### config.mk
export PLATFORM = sky130hd
export DESIGN_NAME = traffic_phase_ctrl
export DESIGN_NICKNAME = d
export VERILOG_FILES = /design/src/rtl/traffic_pkg.sv /design/src/rtl/bcd_split.sv /design/src/rtl/traffic_phase_ctrl.sv
export SDC_FILE = /design/constraint.sdc
export NUM_CORES = 1
export LEC_CHECK = 0
export CAP_MARGIN = 40
export CORE_MARGIN = 1.5
export CORE_UTILIZATION = 57
export CTS_BUF_LIST = sky130_fd_sc_hd__clkbuf_8
export CTS_CLUSTER_SIZE = 30
export DETAILED_ROUTE_END_ITERATION = 10
export PLACE_DENSITY = 0.95
export SYNTH_ARGS = -nofsm -noshare
export SYNTH_HDL_FRONTEND = slang
export SYNTH_HIERARCHICAL = 1
export SYNTH_SLANG_ARGS = --single-unit
### constraint.sdc
create_clock -name clk -period 6.5 [get_ports clk]
set_input_delay 1.3 -clock clk [delete_from_list [all_inputs] [get_ports clk]]
set_output_delay 1.3 -clock clk [all_outputs]
set_load 0.1 [all_outputs]
### src/rtl/traffic_pkg.sv
`default_nettype none
// ============================================================================
//  Module   : traffic_pkg
//  Brief    : Shared encodings and limits for the traffic-phase controller
//             and the display drivers that consume its outputs.
//  Revision : 1.0  initial release
// ============================================================================
package traffic_pkg;

  // Largest duration a two-digit seven-segment display can show.
  localparam int MAX_SECONDS = 99;

  // Phase encoding as seen on the phase output.
  typedef enum logic [2:0] {
    PH_GREEN  = 3'd0,
    PH_FLASH  = 3'd1,
    PH_YELLOW = 3'd2,
    PH_ALLRED = 3'd3,
    PH_NIGHT  = 3'd4
  } phase_e;

  // Pedestrian signal encoding, two bits per direction.
  typedef enum logic [1:0] {
    PED_STOP  = 2'd0,
    PED_WALK  = 2'd1,
    PED_HURRY = 2'd2
  } ped_e;

endpackage : traffic_pkg
`default_nettype wire

### src/rtl/bcd_split.sv
`default_nettype none
// ============================================================================
//  Module   : bcd_split
//  Brief    : Combinational 7-bit binary to two-digit BCD {tens, ones}.
//             Inputs above 99 produce a non-BCD tens digit.
//  Revision : 1.0  initial release
// ============================================================================
module bcd_split (
  input  logic [6:0] bin_i,
  output logic [7:0] bcd_o
);

  logic [3:0] w_tens;
  logic [3:0] w_ones;

  assign w_tens = 4'(bin_i / 7'd10);
  assign w_ones = 4'(bin_i - (7'(w_tens) * 7'd10));
  assign bcd_o  = {w_tens, w_ones};

endmodule : bcd_split
`default_nettype wire

### src/rtl/traffic_phase_ctrl.sv
`default_nettype none
// ============================================================================
//  Module   : traffic_phase_ctrl
//  Brief    : N-direction round-robin traffic-light sequencer with
//             programmable phase durations, pedestrian request latching and
//             green truncation, per-direction walk/hurry/stop and night blink.
//  Revision : 1.0  initial release
// ============================================================================
module traffic_phase_ctrl
  import traffic_pkg::*;
#(
  parameter int NUM_DIR  = 2,
  parameter int GREEN_S  = 20,
  parameter int FLASH_S  = 5,
  parameter int YELLOW_S = 4,
  parameter int ALLRED_S = 1,
  parameter int PED_CUT  = 5
) (
  input  logic                   clk,
  input  logic                   rst,
  input  logic                   tick_1s,
  input  logic                   tick_blink,
  input  logic                   night,
  input  logic [NUM_DIR-1:0]     ped_req,
  output logic [NUM_DIR-1:0]     light_r,
  output logic [NUM_DIR-1:0]     light_y,
  output logic [NUM_DIR-1:0]     light_g,
  output logic [1:0]             active_dir,
  output logic [2:0]             phase,
  output logic [6:0]             remain,
  output logic [7:0]             remain_bcd,
  output logic [2*NUM_DIR-1:0]   ped_state
);

  // Illegal parameter sets are rejected at elaboration time.
  if (NUM_DIR < 2 || NUM_DIR > 4 ||
      GREEN_S  < 1 || GREEN_S  > MAX_SECONDS ||
      FLASH_S  < 1 || FLASH_S  > MAX_SECONDS ||
      YELLOW_S < 1 || YELLOW_S > MAX_SECONDS ||
      ALLRED_S < 1 || ALLRED_S > MAX_SECONDS ||
      PED_CUT  < 1 || PED_CUT  >= GREEN_S) begin : g_param_check
    $error("traffic_phase_ctrl: illegal parameter set");
  end

  localparam logic [6:0] c_GREEN_S  = 7'(GREEN_S);
  localparam logic [6:0] c_FLASH_S  = 7'(FLASH_S);
  localparam logic [6:0] c_YELLOW_S = 7'(YELLOW_S);
  localparam logic [6:0] c_ALLRED_S = 7'(ALLRED_S);
  localparam logic [6:0] c_PED_CUT  = 7'(PED_CUT);
  localparam logic [1:0] c_LAST_DIR = 2'(NUM_DIR - 1);

  phase_e               phase_q, phase_d;
  logic [1:0]           dir_q, dir_d;
  logic [6:0]           remain_q, remain_d;
  logic                 blink_q, blink_d;
  logic [NUM_DIR-1:0]   pend_q, pend_d;
  logic [NUM_DIR-1:0]   lamp_r_q, lamp_r_d;
  logic [NUM_DIR-1:0]   lamp_y_q, lamp_y_d;
  logic [NUM_DIR-1:0]   lamp_g_q, lamp_g_d;
  logic [2*NUM_DIR-1:0] ped_q, ped_d;

  logic [1:0]           w_dir_next;
  logic                 w_other_pend;
  logic                 w_trunc;

  assign w_dir_next = (dir_q == c_LAST_DIR) ? 2'd0 : dir_q + 2'd1;

  // Any pending pedestrian request on a direction other than the active one.
  always_comb begin
    w_other_pend = 1'b0;
    for (int j = 0; j < NUM_DIR; j++) begin
      if (dir_q != 2'(j)) w_other_pend = w_other_pend | pend_q[j];
    end
    w_trunc = (phase_q == PH_GREEN) && w_other_pend && (remain_q > c_PED_CUT);
  end

  // Next phase, direction, countdown, pedestrian latch and blink phase.
  always_comb begin
    phase_d  = phase_q;
    dir_d    = dir_q;
    remain_d = remain_q;
    blink_d  = blink_q ^ tick_blink;
    pend_d   = pend_q | ped_req;
    if (night) begin
      phase_d  = PH_NIGHT;
      remain_d = 7'd0;
      pend_d   = '0;
    end else if (phase_q == PH_NIGHT) begin
      // Leaving night restarts from the reset state.
      phase_d  = PH_ALLRED;
      dir_d    = c_LAST_DIR;
      remain_d = c_ALLRED_S;
      blink_d  = 1'b1;
      pend_d   = '0;
    end else if (w_trunc) begin
      // Truncation load wins over a coincident second tick.
      remain_d = c_PED_CUT;
    end else if (tick_1s) begin
      if (remain_q == 7'd1) begin
        case (phase_q)
          PH_GREEN: begin
            phase_d  = PH_FLASH;
            remain_d = c_FLASH_S;
          end
          PH_FLASH: begin
            phase_d  = PH_YELLOW;
            remain_d = c_YELLOW_S;
          end
          PH_YELLOW: begin
            phase_d  = PH_ALLRED;
            remain_d = c_ALLRED_S;
          end
          default: begin
            phase_d  = PH_GREEN;
            dir_d    = w_dir_next;
            remain_d = c_GREEN_S;
            // Served request clears, but one arriving this cycle is kept.
            for (int j = 0; j < NUM_DIR; j++) begin
              if (w_dir_next == 2'(j)) pend_d[j] = ped_req[j];
            end
          end
        endcase
      end else begin
        remain_d = remain_q - 7'd1;
      end
    end
  end

  // Lamp and pedestrian decode from the next state so outputs stay aligned with phase.
  always_comb begin
    lamp_r_d = '1;
    lamp_y_d = '0;
    lamp_g_d = '0;
    ped_d    = '0;
    for (int j = 0; j < NUM_DIR; j++) begin
      if (phase_d == PH_NIGHT) begin
        lamp_r_d[j] = 1'b0;
        lamp_y_d[j] = blink_d;
      end else if (dir_d == 2'(j)) begin
        case (phase_d)
          PH_GREEN: begin
            lamp_r_d[j]      = 1'b0;
            lamp_g_d[j]      = 1'b1;
            ped_d[2*j +: 2]  = PED_WALK;
          end
          PH_FLASH: begin
            lamp_r_d[j]      = 1'b0;
            lamp_g_d[j]      = blink_d;
            ped_d[2*j +: 2]  = PED_HURRY;
          end
          PH_YELLOW: begin
            lamp_r_d[j]      = 1'b0;
            lamp_y_d[j]      = 1'b1;
          end
          default: begin
            lamp_r_d[j]      = 1'b1;
          end
        endcase
      end
    end
  end

  // Phase FSM state and all registered outputs.
  always_ff @(posedge clk or posedge rst) begin
    if (rst) begin
      phase_q  <= PH_ALLRED;
      dir_q    <= c_LAST_DIR;
      remain_q <= c_ALLRED_S;
      blink_q  <= 1'b1;
      pend_q   <= '0;
      lamp_r_q <= '1;
      lamp_y_q <= '0;
      lamp_g_q <= '0;
      ped_q    <= '0;
    end else begin
      phase_q  <= phase_d;
      dir_q    <= dir_d;
      remain_q <= remain_d;
      blink_q  <= blink_d;
      pend_q   <= pend_d;
      lamp_r_q <= lamp_r_d;
      lamp_y_q <= lamp_y_d;
      lamp_g_q <= lamp_g_d;
      ped_q    <= ped_d;
    end
  end

  assign light_r    = lamp_r_q;
  assign light_y    = lamp_y_q;
  assign light_g    = lamp_g_q;
  assign active_dir = dir_q;
  assign phase      = phase_q;
  assign remain     = remain_q;
  assign ped_state  = ped_q;

  bcd_split u_bcd (
    .bin_i (remain_q),
    .bcd_o (remain_bcd)
  );

endmodule : traffic_phase_ctrl
`default_nettype wire
==> run_results.csv, run 1 <==
group,metric,value,unit
timing,relSlewSlack,0.500,
drt,drc,0,
die,core_area,0.00303,mm2
timing,hold_viol_final,0,
worst_setup_path,end_kind,"primary output",
worst_setup_path,r2r.worst_path.cells,5,
final_layout,fillers,142,
timing,setup_viol,0,
final_layout,num_antenna_cells,0,
drt,wire_per_inst,19.5,um
drt,wl_met3,444,um
timing,finalCritPeriodShare,0.806,
synthesis,synth-seq-cells,25,
worst_setup_path,critPathLaunch,"remain[3]$_DFFE_PP0P_",
cts,cts_root_buffer,"clkbuf_8",
cts,clk_path_buf_depth,2,
die,dieHeight,59.2,um
synthesis,syn_inst,203,
worst_hold_path,hp-start,"active_dir[1]$_DFF_PP0_",
worst_setup_path,worstSetupPathDepth,13,
cts,ctsResizeCount,0,
worst_setup_path,reg2reg_slack,3.68,ns
cts,cts_num_sinks,25,
die,row_count,20,
worst_hold_path,hold_depth,1,
synthesis,synth_edf_count,0,
timing,final_max_slew_viol_count,0,
synthesis,synth_commonest_cells,"dfrtp_1 (18), a21oi_1 (15), inv_1 (14)",
final_layout,final_util,0.878,
synthesis,avgSynthCellArea,8.86,um2
synthesis,yosysTopAreaCellShare,0.250,
grt,overflow,0,
grt,grt_pass1_wl,9310,um
cts,cts_tree,"built",
synthesis,synth_warnings,6,
timing,rsz0062_at_grt,"false",
grt,antenna_found_initial,0,
timing,hold_ws,0.582,ns
status,status,"finished, final reports clean",
worst_hold_path,hp-class,"flop to flop",
synthesis,ys_async_sr_fraction,1.00,
drt,firstDrtPassIters,5,
drt,via_count,1924,
cts,postCtsSetupBuffers,0,
final_layout,syn_to_final_growth,47.8,%
placed_design,io_buffer_count,36,
timing,tightest_slew,0.745,ns
die,die_w,59.2,um
synthesis,synth_area_leaders,"dfrtp_1 (25%), dfstp_2 (10%), a21oi_1 (4.2%)",
drt,wl_met1,2130,um
drt,wirelength,5870,um
worst_setup_path,worstPathRequired,5.20,ns
drt,via_per_inst,6.39,
drt,drt_iter0_drc,168,
synthesis,synth_top_area_cell,"dfrtp_1",
worst_setup_path,max_stage_delay,0.78,ns
synthesis,yosysUniqueCellTypes,62,
timing,skew,0.0114,ns
worst_setup_path,path_cells,"inv_1 -> a21oi_1 -> a31o_2 -> o21ai_2 -> inv_1 -> ha_1 -> nand2_1 -> a31o_2 -> ha_1 -> inv_1 -> fa_1 -> clkdlybuf4s50_1 -> buf_8",
cts,cts-buffers-inserted,3,
worst_setup_path,r2r-start,"remain[3]$_DFFE_PP0P_",
die,dieArea,0.00350,mm2
synthesis,ys.flop_type,"dfrtp_1",
grt,grt_pass1_vias,1871,
final_layout,drive_above_1_share,0.210,
worst_setup_path,cp_top_family,"buffers and inverters",
worst_setup_path,slowest_stage,"dfrtp_1",
timing,finalCriticalPeriod,5.24,ns
placed_design,dpl.hpwl,4190,um
die,initial_core_util,0.594,
worst_setup_path,crit_buf_inv,5,
worst_setup_path,path_max_fanout,20,
worst_setup_path,crit_top_cell,"inv_1",
cts,cts_hold_buffers,0,
cts,htree_num_levels,1,
run,maxCapViolCount,0,
placed_design,dpl_worst_slack,1.68,ns
placed_design,finalWeightedCongestion,0.816,
final_layout,final_net_count,270,
timing,totalNegativeSetupSlack,0,ns
worst_setup_path,start_kind,"flop",
cts,clock_latency,0.29,ns
synthesis,syn-cell-area,0.00180,mm2
worst_setup_path,path_class,"flop to primary output",
cts,clk_pin_slew_worst_paths,0.10,ns
grt,track_usage,0.361,
timing,clock.fmax,191,MHz
grt,grt_max_degree,22,
drt,route.top_layer_used,"met4",
timing,setup_ws,1.26,ns
worst_setup_path,crit_arrival,3.94,ns
synthesis,post-synth-top-count-cell,"dfrtp_1",
synthesis,synth_seq_area_share,0.353,
synthesis,syn_nets,215,
drt,wl_met2,2980,um
die,io_pins,37,
drt,ant_nets,0,
[layer usage]
layer | vias to the layer above | track usage
li1 | 837 | -
met1 | 892 | 0.423
met2 | 151 | 0.612
met3 | 44 | 0.0852
met4 | 0 | 0.182
met5 | - | 0
[state kept, by name (all words and copies together) (netlist names)]
signal,flops
remain,7
light_r,2
active_dir,2
blink_q,1
light_y,2
phase,3
pend_q,2
light_g,2
ped_state,4
[placed cells by master (no fill, tap or decap), types with 4 or more instances in the layout]
cell type	n
nor3_1	4
dfrtp_1	18
o21a_1	7
nand2_1	13
dfstp_2	7
ha_1	4
inv_1	14
nand2b_1	5
clkdlybuf4s50_1	35
buf_8	29
a21oi_1	15
nor2b_1	5
mux2i_1	5
o21ai_0	10
nor2_1	13
[worst paths after layout]
kind | endpoint
worst max-delay path | remain_bcd[2]
min in group asynchronous | remain[5]$_DFFE_PP0P_
max in group asynchronous | remain[0]$_DFFE_PP1P_
worst max register to register | light_y[1]$_DFF_PP0_
worst min-delay path | active_dir[1]$_DFF_PP0_
worst min register to register | active_dir[1]$_DFF_PP0_
[per-stage QoR]
step | cells | cell area (um2)
after CTS | 301 | 2660
after floorplan | 203 | 1820
after detailed placement | 297 | 2610
after global placement | 267 | 2150
final | 301 | 2660
after global routing | 301 | 2660
[cell families after synthesis]
logic type / count (synthesis) / share of synthesized area
muxes: 6 / 0.0341
adders and majority gates: 7 / 0.0501
and+or+nand+nor: 65 / 0.211
buffers and inverters: 30 / 0.0786
DFF: 25 / 0.353
xor gates and xnor gates: 7 / 0.0382
AOI/OAI and AO/OA: 63 / 0.235
[layout make-up]
| cell class | count | area (um2) | share of cell area |
|---|---|---|---|
| repair buffers | 66 | 821 | 0.309 |
| well taps | 44 | 55.1 | 0.0207 |
| inverters | 14 | 52.6 | 0.0198 |
| flip-flops and latches | 25 | 634 | 0.239 |
| clock inverters | 1 | 8.76 | 0.00329 |
| clock buffers | 3 | 41.3 | 0.0155 |
| multi-input cells | 148 | 1050 | 0.393 |
Power of run 1 is left out: the tool's default activity adds up to more than one toggle a clock period on the data nets, which glitch-free logic cannot reach.
==> run 2: changes to the inputs <==
- CORE_UTILIZATION: 57 -> 48
- PLACE_DENSITY: 0.95 -> 0.88
- clock period: 6.5 -> 4.8 ns (I/O delays scaled with it)
==> run 2 against run 1 <==
Net effect: setup slack worse by 0.73 ns; hold slack worse by 0.011 ns; routed wire length is 21% lower; critical path depth is 1 higher; flip-flop and latch count stayed put; largest cell class unchanged.
==> run_results.csv, run 2 (synthesized netlist as in run 1, its figures left out) <==
group,metric,value,unit
drt,wirelength,4610,um
placed_design,dp.cells,298,
cts,clk_path_buf_depth,2,
grt,grt_max_degree,22,
timing,finalCritPeriodShare,0.888,
drt,ant_nets,0,
die,dieArea,0.00412,mm2
timing,setup_viol,0,
drt,drc,0,
timing,clock.fmax,235,MHz
worst_hold_path,hp-start,"active_dir[1]$_DFF_PP0_",
final_layout,largest_reg_flops,7,
timing,hold_ws,0.571,ns
worst_setup_path,path_max_fanout,20,
timing,tightest_slew,0.659,ns
drt,via_per_inst,5.74,
die,row_count,22,
cts,cts_hold_buffers,0,
worst_setup_path,start_kind,"flop",
cts,clock_latency,0.27,ns
timing,final_max_slew_viol_count,0,
cts,postCtsSetupBuffers,0,
worst_setup_path,critPathLaunch,"remain[3]$_DFFE_PP0P_",
die,die_w,64.2,um
placed_design,finalWeightedCongestion,0.796,
final_layout,layout_commonest_cell,"clkdlybuf4s50_1",
grt,grt_pass1_wl,7560,um
placed_design,io_buffer_count,36,
timing,skew,0.00468,ns
status,status,"finished, final reports clean",
final_layout,finalNonFillerCells,302,
die,dieHeight,64.2,um
cts,cts_tree,"built",
final_layout,syn_to_final_growth,49.0,%
final_layout,multi_input_area,0.00110,mm2
final_layout,drive_above_1_share,0.252,
timing,rsz0062_at_grt,"false",
worst_hold_path,hp-class,"flop to flop",
final_layout,mostFrequentLayoutCells,"clkdlybuf4s50_1 (32), buf_8 (26), a21oi_1 (15)",
final_layout,fillers,255,
timing,relSlewSlack,0.558,
cts,cts_root_buffer,"clkbuf_8",
worst_setup_path,end_kind,"primary output",
final_layout,final_net_count,267,
grt,grt_pass1_vias,1583,
worst_setup_path,worstPathRequired,3.84,ns
die,core_area,0.00363,mm2
run,maxCapViolCount,0,
cts,cts-buffers-inserted,3,
drt,drt_iter0_drc,133,
cts,ctsResizeCount,0,
cts,cts_num_sinks,25,
grt,track_usage,0.234,
final_layout,register_area,647,um2
cts,htree_num_levels,1,
die,io_pins,37,
grt,antenna_found_initial,0,
drt,wire_per_inst,15.3,um
grt,overflow,0,
drt,via_count,1734,
final_layout,num_antenna_cells,0,
timing,finalCriticalPeriod,4.26,ns
worst_setup_path,r2r-start,"remain[4]$_DFFE_PP0P_",
worst_setup_path,crit_arrival,3.30,ns
cts,clk_pin_slew_worst_paths,0.09,ns
drt,firstDrtPassIters,4,
die,initial_core_util,0.495,
timing,hold_viol_final,0,
placed_design,dpl.hpwl,3470,um
worst_setup_path,path_class,"flop to primary output",
## run 2: cell type report
cell class / instances / share of cell area
multi-input cells: 148 / 0.412
repair buffers: 63 / 0.287
flip-flops and latches: 25 / 0.241
well taps: 48 / 0.0224
inverters: 14 / 0.0196
clock buffers: 3 / 0.0154
clock inverters: 1 / 0.00280
## run 2: worst paths after layout
kind                                           end  slack [ns]  depth (start not counted)
min in group asynchronous   ped_state[2]$_DFF_PP0_        1.03                          2
max                                  remain_bcd[3]        0.54                         14
max reg2reg                   light_y[1]$_DFF_PP0_        2.32                          5
min                        active_dir[1]$_DFF_PP0_        0.57                          1
min reg2reg                active_dir[1]$_DFF_PP0_        0.57                          1
max in group asynchronous    remain[0]$_DFFE_PP1P_        3.24                          3
## run 2: critical path: stages, from the launching register on
cell	delay [ns]
dfrtp_4	0.59
inv_1	0.16
a21oi_1	0.09
a31o_2	0.25
o21ai_4	0.16
inv_2	0.08
ha_4	0.24
nand2_2	0.06
a31o_4	0.19
ha_4	0.14
inv_2	0.03
fa_2	0.39
xnor2_4	0.21
xnor2_4	0.13
buf_4	0.30
## run 2: metal layers
metal	global-route usage	up-vias	wire (um)
met5	0	-	0
met4	0.0771	0	127
met2	0.406	78	2380
met3	0.0282	14	226
met1	0.300	815	1880
li1	-	827	-
## run 2: through the flow
step           setup TNS, ns  instance area (um2)  utilization  setup slack (ns)
2_1_floorplan         -0.283                 1900            -            -0.283
3_3_place_gp               0                 2210        0.609             0.931
3_5_place_dp               0                 2630        0.724             0.828
4_1_cts                    0                 2680        0.738             0.521
5_1_grt                    0                 2680        0.738             0.387
6_report                   0                 2680        0.738             0.536
Power of run 2 is left out for the same reason.
==> run 3: changes to the inputs <==
- CORE_MARGIN: 1.5 -> not set
==> run 3 against run 2 <==
Net effect: flip-flop and latch count did not move; utilization up 3.5 points; hold slack worse by 0.0016 ns; critical path depth unchanged; design area is essentially flat; via count is 2.4% lower; fmax decreased by 0.24%; critical path type unchanged; highest routed layer unchanged.
==> run_results.csv, run 3 (synthesized netlist as in run 1, its figures left out) <==
group,metric,value,unit
worst_setup_path,reg2reg_slack,2.28,ns
cts,cts_num_sinks,25,
run,maxCapViolCount,0,
worst_setup_path,path_max_fanout,20,
grt,track_usage,0.236,
final_layout,syn_to_final_growth,48.9,%
cts,cts_tree,"built",
worst_setup_path,cp_top_family,"adder cells",
cts,cts_root_buffer,"clkbuf_8",
drt,via_per_inst,5.64,
worst_setup_path,crit_arrival,3.31,ns
timing,final_max_slew_viol_count,0,
drt,drt_iter0_drc,119,
drt,firstDrtPassIters,4,
worst_setup_path,start_kind,"flop",
final_layout,largest_reg_flops,7,
cts,clk_path_buf_depth,2,
worst_setup_path,worstPathRequired,3.84,ns
timing,skew,0.00311,ns
die,io_pins,37,
grt,overflow,0,
status,status,"finished, final reports clean",
placed_design,dp.cells,296,
worst_setup_path,crit_buf_inv,4,
die,row_count,21,
placed_design,finalWeightedCongestion,0.827,
final_layout,final_net_count,267,
timing,hold_ws,0.569,ns
cts,postCtsSetupBuffers,0,
drt,wirelength,4400,um
final_layout,layout_commonest_cell,"clkdlybuf4s50_1",
worst_hold_path,hp-class,"flop to flop",
placed_design,dpl.hpwl,3260,um
timing,setup_viol,0,
drt,via_count,1692,
die,initial_core_util,0.519,
placed_design,io_buffer_count,36,
final_layout,final_util,0.772,
grt,grt_pass1_wl,7480,um
cts,htree_num_levels,1,
cts,cts-buffers-inserted,3,
die,dieArea,0.00400,mm2
final_layout,mostFrequentLayoutCells,"clkdlybuf4s50_1 (32), buf_8 (26), a21oi_1 (15)",
final_layout,finalNonFillerCells,300,
timing,rsz0062_at_grt,"false",
timing,clock.fmax,234,MHz
worst_setup_path,max_stage_delay,0.59,ns
grt,antenna_found_initial,0,
timing,tightest_slew,0.676,ns
final_layout,num_antenna_cells,0,
worst_setup_path,slowest_stage,"dfrtp_4",
worst_setup_path,path_class,"flop to primary output",
final_layout,drive_above_1_share,0.252,
worst_setup_path,path_cells,"inv_1 -> a21oi_1 -> a31o_2 -> o21ai_4 -> inv_2 -> ha_4 -> nand2_2 -> a31o_4 -> ha_4 -> inv_2 -> fa_2 -> xnor2_4 -> xnor2_4 -> buf_4",
timing,finalCritPeriodShare,0.890,
drt,ant_nets,0,
cts,ctsResizeCount,0,
die,dieHeight,63.2,um
grt,grt_max_degree,23,
timing,relSlewSlack,0.546,
cts,clk_pin_slew_worst_paths,0.09,ns
timing,hold_viol_final,0,
drt,drc,0,
cts,clock_latency,0.27,ns
die,die_w,63.2,um
timing,totalNegativeSetupSlack,0,ns
timing,finalCriticalPeriod,4.27,ns
die,core_area,0.00347,mm2
grt,grt_pass1_vias,1619,
drt,wire_per_inst,14.7,um
cts,cts_hold_buffers,0,
worst_setup_path,end_kind,"primary output",
## run 3: layout make-up
class | instances | area, um2
clock inverters | 1 | 8.76
clock buffers | 3 | 41.3
repair buffers | 63 | 768
flip-flops and latches | 25 | 647
well taps | 46 | 57.6
fillers | 239 | 790
inverters | 14 | 52.6
multi-input cells | 148 | 1100
## run 3: final timing paths
| check | depth (start not counted) | to | from |
|---|---|---|---|
| worst max-delay path | 14 | remain_bcd[3] | remain[3]$_DFFE_PP0P_ |
| worst min-delay path | 1 | active_dir[1]$_DFF_PP0_ | active_dir[1]$_DFF_PP0_ |
| worst max register to register | 5 | light_y[1]$_DFF_PP0_ | remain[4]$_DFFE_PP0P_ |
| worst min register to register | 1 | active_dir[1]$_DFF_PP0_ | active_dir[1]$_DFF_PP0_ |
| max in group asynchronous | 3 | blink_q$_DFF_PP1_ | rst |
| min in group asynchronous | 2 | remain[4]$_DFFE_PP0P_ | rst |
## run 3: per-layer routing
metal / vias up / part of all wire / GRT usage
li1: 829 / - / -
met3: 11 / 0.044 / 0.0236
met2: 58 / 0.52 / 0.415
met1: 794 / 0.41 / 0.306
met5: - / 0 / 0
met4: 0 / 0.021 / 0.0682
## run 3: metrics by stage
step	area, um2	worst slack, ns
floorplan	1900	-0.283
CTS	2680	0.516
global route	2680	0.384
finish	2680	0.526
global placement	2210	0.929
detailed placement	2630	0.830
## run 3: worst reg2reg max path, delay by kind of cell (launching register included)
kind / cells / cell delay (ns)
AOI/OAI and AO/OA: 2 / 0.48
DFF: 1 / 0.61
muxes: 1 / 0.22
and+or+nand+nor: 2 / 1.09
Power of run 3 is left out for the same reason.
